[src/rtl/voice_allocator_pkg.sv]
// Shared definitions for the voice allocator.
//   ST_IDLE / ST_LOAD : FSM state encodings
//   DEF_NOTE_W / DEF_DUR_W : default note and duration widths
//   popcnt8 : population count of up to 8 flags
package voice_allocator_pkg;

    localparam logic [0:0] ST_IDLE = 1'b0;
    localparam logic [0:0] ST_LOAD = 1'b1;

    localparam int DEF_NOTE_W = 6;
    localparam int DEF_DUR_W  = 6;

    function automatic logic [3:0] popcnt8(input logic [7:0] v);
        logic [3:0] c;
        c = '0;
        for (int i = 0; i < 8; i++) c = c + {3'b000, v[i]};
        return c;
    endfunction

endpackage

[src/rtl/voice_allocator_ffs.sv]
// first_free_finder: lowest-index-zero priority encoder over the busy flags.
//   i_busy     : per-voice busy flags
//   o_idx      : index of the lowest voice whose busy flag is 0 (0 if none)
//   o_any_free : at least one voice is free
module first_free_finder #(
    parameter int NUM_VOICES = 3,
    parameter int IDX_W      = 2
) (
    input  logic [NUM_VOICES-1:0] i_busy,
    output logic [IDX_W-1:0]      o_idx,
    output logic                  o_any_free
);

    // Scan from the top down so the lowest free index is the last one written.
    always_comb begin
        o_idx      = '0;
        o_any_free = 1'b0;
        for (int k = NUM_VOICES - 1; k >= 0; k--) begin
            if (!i_busy[k]) begin
                o_idx      = IDX_W'(k);
                o_any_free = 1'b1;
            end
        end
    end

endmodule

[src/rtl/voice_allocator_slot.sv]
// voice_allocator_slot: state held for one voice.
//   i_wr        : capture i_note / i_dur (asserted on the accepting edge)
//   i_set       : voice is being loaded this cycle -> becomes busy
//   i_done      : note_player finished -> becomes free
//   i_flush     : synchronous clear of the busy flag (note/duration kept)
//   o_note/o_dur: latched note and duration
//   o_busy      : registered busy flag
//   o_busy_nxt  : value o_busy takes at the next edge (feeds the popcount)
module voice_allocator_slot
    import voice_allocator_pkg::*;
#(
    parameter int NOTE_W = DEF_NOTE_W,
    parameter int DUR_W  = DEF_DUR_W
) (
    input  logic              clk,
    input  logic              reset,
    input  logic              i_flush,
    input  logic              i_wr,
    input  logic [NOTE_W-1:0] i_note,
    input  logic [DUR_W-1:0]  i_dur,
    input  logic              i_set,
    input  logic              i_done,
    output logic [NOTE_W-1:0] o_note,
    output logic [DUR_W-1:0]  o_dur,
    output logic              o_busy,
    output logic              o_busy_nxt
);

    logic [NOTE_W-1:0] r_note;
    logic [DUR_W-1:0]  r_dur;
    logic              r_busy;
    logic              w_busy_nxt;

    // flush > load > done; a done on an idle voice simply leaves it idle.
    always_comb begin
        w_busy_nxt = r_busy;
        if (i_flush)     w_busy_nxt = 1'b0;
        else if (i_set)  w_busy_nxt = 1'b1;
        else if (i_done) w_busy_nxt = 1'b0;
    end

    always_ff @(posedge clk or posedge reset) begin
        if (reset) begin
            r_busy <= 1'b0;
            r_note <= '0;
            r_dur  <= '0;
        end else begin
            r_busy <= w_busy_nxt;
            if (i_wr) begin
                r_note <= i_note;
                r_dur  <= i_dur;
            end
        end
    end

    assign o_note     = r_note;
    assign o_dur      = r_dur;
    assign o_busy     = r_busy;
    assign o_busy_nxt = w_busy_nxt;

endmodule

[src/rtl/voice_allocator.sv]
// voice_allocator: places note requests from song_reader onto a pool of
// note_player voices. Lowest free voice wins; when all are busy a voice is
// stolen round-robin (STEAL_EN=1) or the request is held off (STEAL_EN=0).
//   clk, reset      : clock, async active-high reset
//   flush           : sync clear of busy state and any grant in flight
//   play            : 0 blocks new grants
//   req_*           : valid/ready note request (note, duration)
//   voice_done      : per-voice done pulses
//   voice_load      : one-hot load pulse, one cycle after the accept
//   voice_note/_duration : per-voice latched values, voice k at [k*W +: W]
//   voice_busy      : per-voice busy flags
//   active_count    : registered popcount of voice_busy
//   stolen          : accompanies voice_load when a busy voice is overwritten
module voice_allocator
    import voice_allocator_pkg::*;
#(
    parameter int NUM_VOICES = 3,
    parameter int NOTE_W     = DEF_NOTE_W,
    parameter int DUR_W      = DEF_DUR_W,
    parameter int STEAL_EN   = 1
) (
    input  logic                         clk,
    input  logic                         reset,
    input  logic                         flush,
    input  logic                         play,
    input  logic                         req_valid,
    input  logic [NOTE_W-1:0]            req_note,
    input  logic [DUR_W-1:0]             req_duration,
    output logic                         req_ready,
    input  logic [NUM_VOICES-1:0]        voice_done,
    output logic [NUM_VOICES-1:0]        voice_load,
    output logic [NUM_VOICES*NOTE_W-1:0] voice_note,
    output logic [NUM_VOICES*DUR_W-1:0]  voice_duration,
    output logic [NUM_VOICES-1:0]        voice_busy,
    output logic [3:0]                   active_count,
    output logic                         stolen
);

    localparam int   IDX_W = (NUM_VOICES > 1) ? $clog2(NUM_VOICES) : 1;
    localparam logic STEAL = (STEAL_EN != 0);
    localparam logic [IDX_W-1:0] LAST = IDX_W'(NUM_VOICES - 1);

    logic [0:0]             r_state;
    logic [IDX_W-1:0]       r_target;
    logic                   r_stolen;
    logic [IDX_W-1:0]       r_steal_ptr;
    logic [3:0]             r_count;

    logic [NUM_VOICES-1:0]  w_busy;
    logic [NUM_VOICES-1:0]  w_busy_nxt;
    logic [NUM_VOICES-1:0]  w_wr;
    logic [IDX_W-1:0]       w_free_idx;
    logic                   w_any_free;
    logic [IDX_W-1:0]       w_pick;
    logic                   w_ready;
    logic                   w_accept;
    logic                   w_in_load;

    // Selection looks only at registered busy, so a done pulse this cycle
    // becomes visible to the allocator one cycle later.
    first_free_finder #(
        .NUM_VOICES (NUM_VOICES),
        .IDX_W      (IDX_W)
    ) u_ffs (
        .i_busy     (w_busy),
        .o_idx      (w_free_idx),
        .o_any_free (w_any_free)
    );

    assign w_pick    = w_any_free ? w_free_idx : r_steal_ptr;
    assign w_ready   = (r_state == ST_IDLE) & play & ~flush & (w_any_free | STEAL);
    assign w_accept  = req_valid & w_ready;
    // flush in the LOAD cycle cancels the pulse; reset clears r_state directly.
    assign w_in_load = (r_state == ST_LOAD) & ~flush;

    genvar k;
    generate
        for (k = 0; k < NUM_VOICES; k++) begin : g_voice
            // Note/duration are captured on the accepting edge so they are
            // already stable when the load pulse is seen.
            assign w_wr[k]       = w_accept & (w_pick == IDX_W'(k));
            assign voice_load[k] = w_in_load & (r_target == IDX_W'(k));

            voice_allocator_slot #(
                .NOTE_W     (NOTE_W),
                .DUR_W      (DUR_W)
            ) u_slot (
                .clk        (clk),
                .reset      (reset),
                .i_flush    (flush),
                .i_wr       (w_wr[k]),
                .i_note     (req_note),
                .i_dur      (req_duration),
                .i_set      (voice_load[k]),
                .i_done     (voice_done[k]),
                .o_note     (voice_note[k*NOTE_W +: NOTE_W]),
                .o_dur      (voice_duration[k*DUR_W +: DUR_W]),
                .o_busy     (w_busy[k]),
                .o_busy_nxt (w_busy_nxt[k])
            );
        end
    endgenerate

    always_ff @(posedge clk or posedge reset) begin
        if (reset) begin
            r_state     <= ST_IDLE;
            r_target    <= '0;
            r_stolen    <= 1'b0;
            r_steal_ptr <= '0;
            r_count     <= '0;
        end else begin
            r_count <= popcnt8(8'(w_busy_nxt));
            if (flush) begin
                r_state <= ST_IDLE;
            end else if (w_accept) begin
                r_state     <= ST_LOAD;
                r_target    <= w_pick;
                r_stolen    <= ~w_any_free;
                r_steal_ptr <= (w_pick == LAST) ? '0 : w_pick + 1'b1;
            end else if (r_state == ST_LOAD) begin
                r_state <= ST_IDLE;
            end
        end
    end

    assign req_ready    = w_ready;
    assign voice_busy   = w_busy;
    assign active_count = r_count;
    assign stolen       = w_in_load & r_stolen;

endmodule

[config.mk]
export PLATFORM = sky130hd
export DESIGN_NAME = voice_allocator
export DESIGN_NICKNAME = d
export VERILOG_FILES = /design/src/rtl/voice_allocator_pkg.sv /design/src/rtl/voice_allocator_ffs.sv /design/src/rtl/voice_allocator_slot.sv /design/src/rtl/voice_allocator.sv
export SDC_FILE = /design/constraint.sdc
export NUM_CORES = 1
export LEC_CHECK = 0
export ABC_AREA = 1
export CAP_MARGIN = 25
export CORE_MARGIN = 4
export CORE_UTILIZATION = 46
export CTS_CLUSTER_DIAMETER = 100
export DETAILED_ROUTE_END_ITERATION = 6
export GPL_TIMING_DRIVEN = 0
export PLACE_DENSITY_LB_ADDON = 0.08
export REMOVE_ABC_BUFFERS = 1
export SLEW_MARGIN = 10
export SYNTH_ARGS = -nofsm -noshare
export SYNTH_HDL_FRONTEND = slang
export SYNTH_SLANG_ARGS = --single-unit
[constraint.sdc]
create_clock -name clk -period 1.85 [get_ports clk]
set_input_delay 0.37 -clock clk [delete_from_list [all_inputs] [get_ports clk]]
set_output_delay 0.37 -clock clk [all_outputs]
set_load 0.1 [all_outputs]
# Yosys cells after proc, flatten, opt, wreduce, memory -nomap -nowiden
# Cells that the tools add are included.
# totals
regBits	48
inputBits	20
output_inout_bits	48
word_cells	57
# classes
addsub	3
eq_ne	4
n_mux	19
n_bitwise	14
reduce_logical	3
# op_table
op	n
1-bit 2-to-1 mux	14
1-bit AND	11
2-bit 2-to-1 mux	5
2-bit by 1-bit == test with 1-bit output, second input constant	2
2-bit == test, second input constant	2
2-bit zero test	2
2-bit by 1-bit adder with 3-bit output	1
1-bit inverter	3
1-bit by 1-bit adder with 2-bit output	1
2-bit by 1-bit adder with 2-bit output, second input constant	1
2-bit AND reduction	1

# Logic depth before layout (Yosys ltp)
# depth
word_depth	7
depth_mapped	8
mapped_depth_nobuf	7

# Hierarchy
# From an unflattened synthesis, not the netlist that was laid out.
# unflattened
hier_cells	234
area_unflattened_um2	2050.7
# by_module_without_submodules
mod	instances	cells_per_inst	area_each_um2	seq_area_each_um2
voice_allocator_slot	3	56	521.8	325.3
voice_allocator	1	61	462.9	200.2
first_free_finder	1	5	22.5	0.0

# Worst setup path after synthesis
# OpenSTA, ideal clock, no wires.
# synth_timing
path_type	input -> output
from	input port flush
to	output port stolen
arrival_ns	2.468
required_ns	1.480
slack_ns	-0.988
stages	1
n_path_buf	0
path_cell_list	nor3_1
# synth_between
elab_chain_cells	3
# synth_rtl
element	line	text
start: declaration	voice_allocator.sv:24	input logic flush,
1-bit inverter (no line)	-	
1-bit AND	voice_allocator.sv:74	assign w_in_load = (r_state == ST_LOAD) & ~flush;
1-bit AND	voice_allocator.sv:129	assign stolen = w_in_load & r_stolen;
end: declaration	voice_allocator.sv:36	output logic stolen
# No other way between the ends.

# Worst setup path in the final report
# layout_timing
from	register r_count[1], in the netlist active_count[1]
to	output port active_count[1]
# layout_lines
element	line	text
start: declaration	voice_allocator.sv:47	logic [3:0] r_count;
start signal: assignment	voice_allocator.sv:112	r_count <= popcnt8(8'(w_busy_nxt));
end: declaration	voice_allocator.sv:35	output logic [3:0] active_count,
# No word-level cell between the ends.

==> impl_metrics.ini <==
[status]
run_status = complete, no violations

[drt]
wl_per_cell_um = 14.7
route.detailed.drc = 0
firstDrtPassIters = 4
routed_wl_mm = 4.92
via_per_inst = 5.08
ant_nets = 0
drtIter0Drc = 91
vias = 1697

[worst_setup_path]
cpMaxStageDelayCell = clkdlybuf4s15_1
crit_chain = clkdlybuf4s15_1
crit_cells = 1
endpoint = active_count[1]
start_kind = flop
max_stage_delay_ns = 0.81
cpLargestDelayFamily = buffers and inverters
r2r-end = g_voice[2].u_slot.o_dur[4]
critPathBufInv = 1
rr_worst_depth = 7
ff2ff_setup_slack_ns = 0.14
crit_path_start = active_count[1]
worst-path-max-fanout = 1
cp.required_ns = 1.48
critPathCaptureType = primary output
crit_arrival_ns = 1.42
crit-reg2reg-launch = g_voice[0].u_slot.o_busy
path_class = flop to primary output

[min_path]
hp-class = input port to asynchronous set/reset pin

[global_route]
antenna_found_initial = 0
grt_max_degree = 38
grt_pass1_vias = 1627
grt_overflow = 0
track_usage = 0.188
grt_pass1_wl_mm = 8.09

[timing]
fmax_mhz = 557
fin_crit_sh = 0.970
fin_ws_ns = 0.0554
finalMaxSlewViolations = 0
fin_crit_ns = 1.79
tns_ns = 0
rsz0062_at_grt = yes
tightest_slew_ns = 0.946
finClkSkew_ns = 0.00837
relSlewSlack = 0.372
hold_violations = 0
finalSetupViolations = 0

[clocking]
cts_buffers = 5
cts_tree = yes
cts_max_level = 2
worstSkewPairLatency_ns = 0.30
clkTransAtPathRegs_ns = 0.09
cts_root_buffer = clkbuf_8
post-cts-setup-buffer-count = 0
cts.sinks = 47
clockBufferDepth = 2

[synthesis]
synth_seq_area_share = 0.559
netlist_area_um2 = 2110
avgSynthCellArea_um2 = 9.28
synthAdderAreaFrac = 0.00951
synth-simple-area-share = 0.310
synth_xor_area_frac = 0
synth_top_family_by_area = simple AND/OR/NAND/NOR gates
synthCells = 227
yosys_warnings = 0
ys_ff_latch = 47
synth_compound_area_frac = 0.0154
synth.area.mux_share = 0
synth_cell_types = 25

[layout]
insertedDiodeCount = 0
utilization = 0.645
syn_to_final_growth_pct = 34.2
fin_nets = 302
drive_above_1_share = 0.238

[floorplan]
die-area_um2 = 5720
top_level_ports = 68
core_um2 = 4380
start_util = 0.480
die_h_um = 75.7
num_rows = 24
die-width_um = 75.7

[pwr]
p_per_area_nw_per_um2 = 992
p_leak_nw = 1.42
ir_drop_uv = 607

[placement]
gp_congestion = 0.769
portBuffers = 65
dp_hpwl_mm = 3.24
pre_cts_slack_ns = -1.00

[job]
maxCapViolCount = 0
[cells in the mapped netlist]
| cell type | count | area (um^2) |
|---|---|---|
| nand2_2 | 1 | 6.26 |
| nand3_4 | 1 | 17.5 |
| nor3_1 | 1 | 5.00 |
| fa_1 | 1 | 20.0 |
| inv_2 | 2 | 7.51 |
| buf_12 | 1 | 20.0 |
| dfrtp_1 | 47 | 1180 |
| o21bai_1 | 1 | 7.51 |
| nand3_1 | 16 | 80.1 |
| clkbuf_1 | 1 | 3.75 |
| o21ai_0 | 3 | 15.0 |
| buf_4 | 10 | 75.1 |
| a21oi_1 | 2 | 10.0 |
| inv_4 | 1 | 6.26 |
| nor2_4 | 2 | 22.5 |
| inv_1 | 12 | 45.0 |
| nand3_2 | 3 | 30.0 |
| buf_2 | 5 | 25.0 |
| nand2_1 | 83 | 312 |
| buf_6 | 2 | 22.5 |
| nand4_1 | 24 | 150 |
| conb_1 | 1 | 3.75 |
| buf_8 | 1 | 15.0 |
| nor2_1 | 5 | 18.8 |
| nand2_4 | 1 | 11.3 |
[per-layer routing]
metal | vias to the layer above | routed length (um) | global-route usage
li1 | 835 | - | -
met1 | 799 | 2280 | 0.268
met2 | 59 | 2270 | 0.284
met3 | 4 | 334 | 0.0528
met4 | 0 | 40 | 0.0485
met5 | - | 0 | 0
[metrics by stage]
stage / hold slack [ns] / cell area (um^2) / instances / power (W)
after floorplan: 0.450 / 1950 / 208 / 0.00185
after global placement: 0.454 / 2660 / 325 / 0.00210
after detailed placement: 0.460 / 2680 / 326 / 0.00211
after CTS: 0.318 / 2830 / 334 / 0.00284
after global routing: 0.311 / 2830 / 334 / 0.00292
final: 0.315 / 2830 / 334 / 0.00280
[layout by cell type (no fill, tap or decap), drive strengths merged]
cell / count
a21oi: 2
buf: 5
bufinv: 1
clkbuf: 8
clkdlybuf4s15: 39
clkdlybuf4s50: 18
clkinv: 2
conb: 2
dfrtp: 47
dlygate4sd2: 1
fa: 1
inv: 15
nand2: 85
nand3: 20
nand4: 24
nor2: 7
nor3: 1
o21ai: 3
o21bai: 1
[flip-flops by register name, indices dropped and copies added, names as in the netlist]
signal	flops
r_state	1
r_stolen	1
active_count	2
r_steal_ptr	2
g_voice.u_slot.o_busy	3
g_voice.u_slot.o_dur	18
r_target	2
g_voice.u_slot.o_note	18
[worst min-delay path by stage]
stage | cells past startpoint | to | slack, ns
2_1_floorplan | 2 | r_steal_ptr[0] | 0.45
3_3_place_gp | 2 | g_voice[2].u_slot.o_dur[3] | 0.45
4_1_cts | 2 | g_voice[2].u_slot.o_note[0] | 0.32
5_1_grt | 2 | g_voice[2].u_slot.o_note[1] | 0.31
6_report | 2 | g_voice[2].u_slot.o_note[5] | 0.32
3_5_place_dp | 2 | g_voice[1].u_slot.o_note[3] | 0.46
[area by class of cell]
type	instances	area, um^2
clock buffers	5	68.8
clock inverters	3	43.8
fillers	376	1560
inverters	15	58.8
multi-input cells	146	721
flip-flops and latches	47	1180
well taps	52	65.1
repair buffers	66	693
[power by group]
group          internal, W  total, W  leakage, nW  switching, W
Sequential         0.00111   0.00115        0.632     0.0000452
Clock             0.000402  0.000745       0.0581      0.000343
Combinational     0.000177  0.000906        0.726      0.000729
Total              0.00169   0.00280         1.42       0.00112
[what timing repair did]
item	in CTS	in global routing
endpoints found under the setup margin	70	20
hold endpoints to repair	0	0
pin swaps	0	0
hold buffers	0	0
resized for setup	150	5
[logic make-up after synthesis]
logic type	count (synthesis)
and+or+nand+nor	137
DFF	47
AOI/OAI and AO/OA	6
buffers and inverters	35
other	1
adders and majority gates	1
Note: power is estimated with default switching activity, not from simulation.
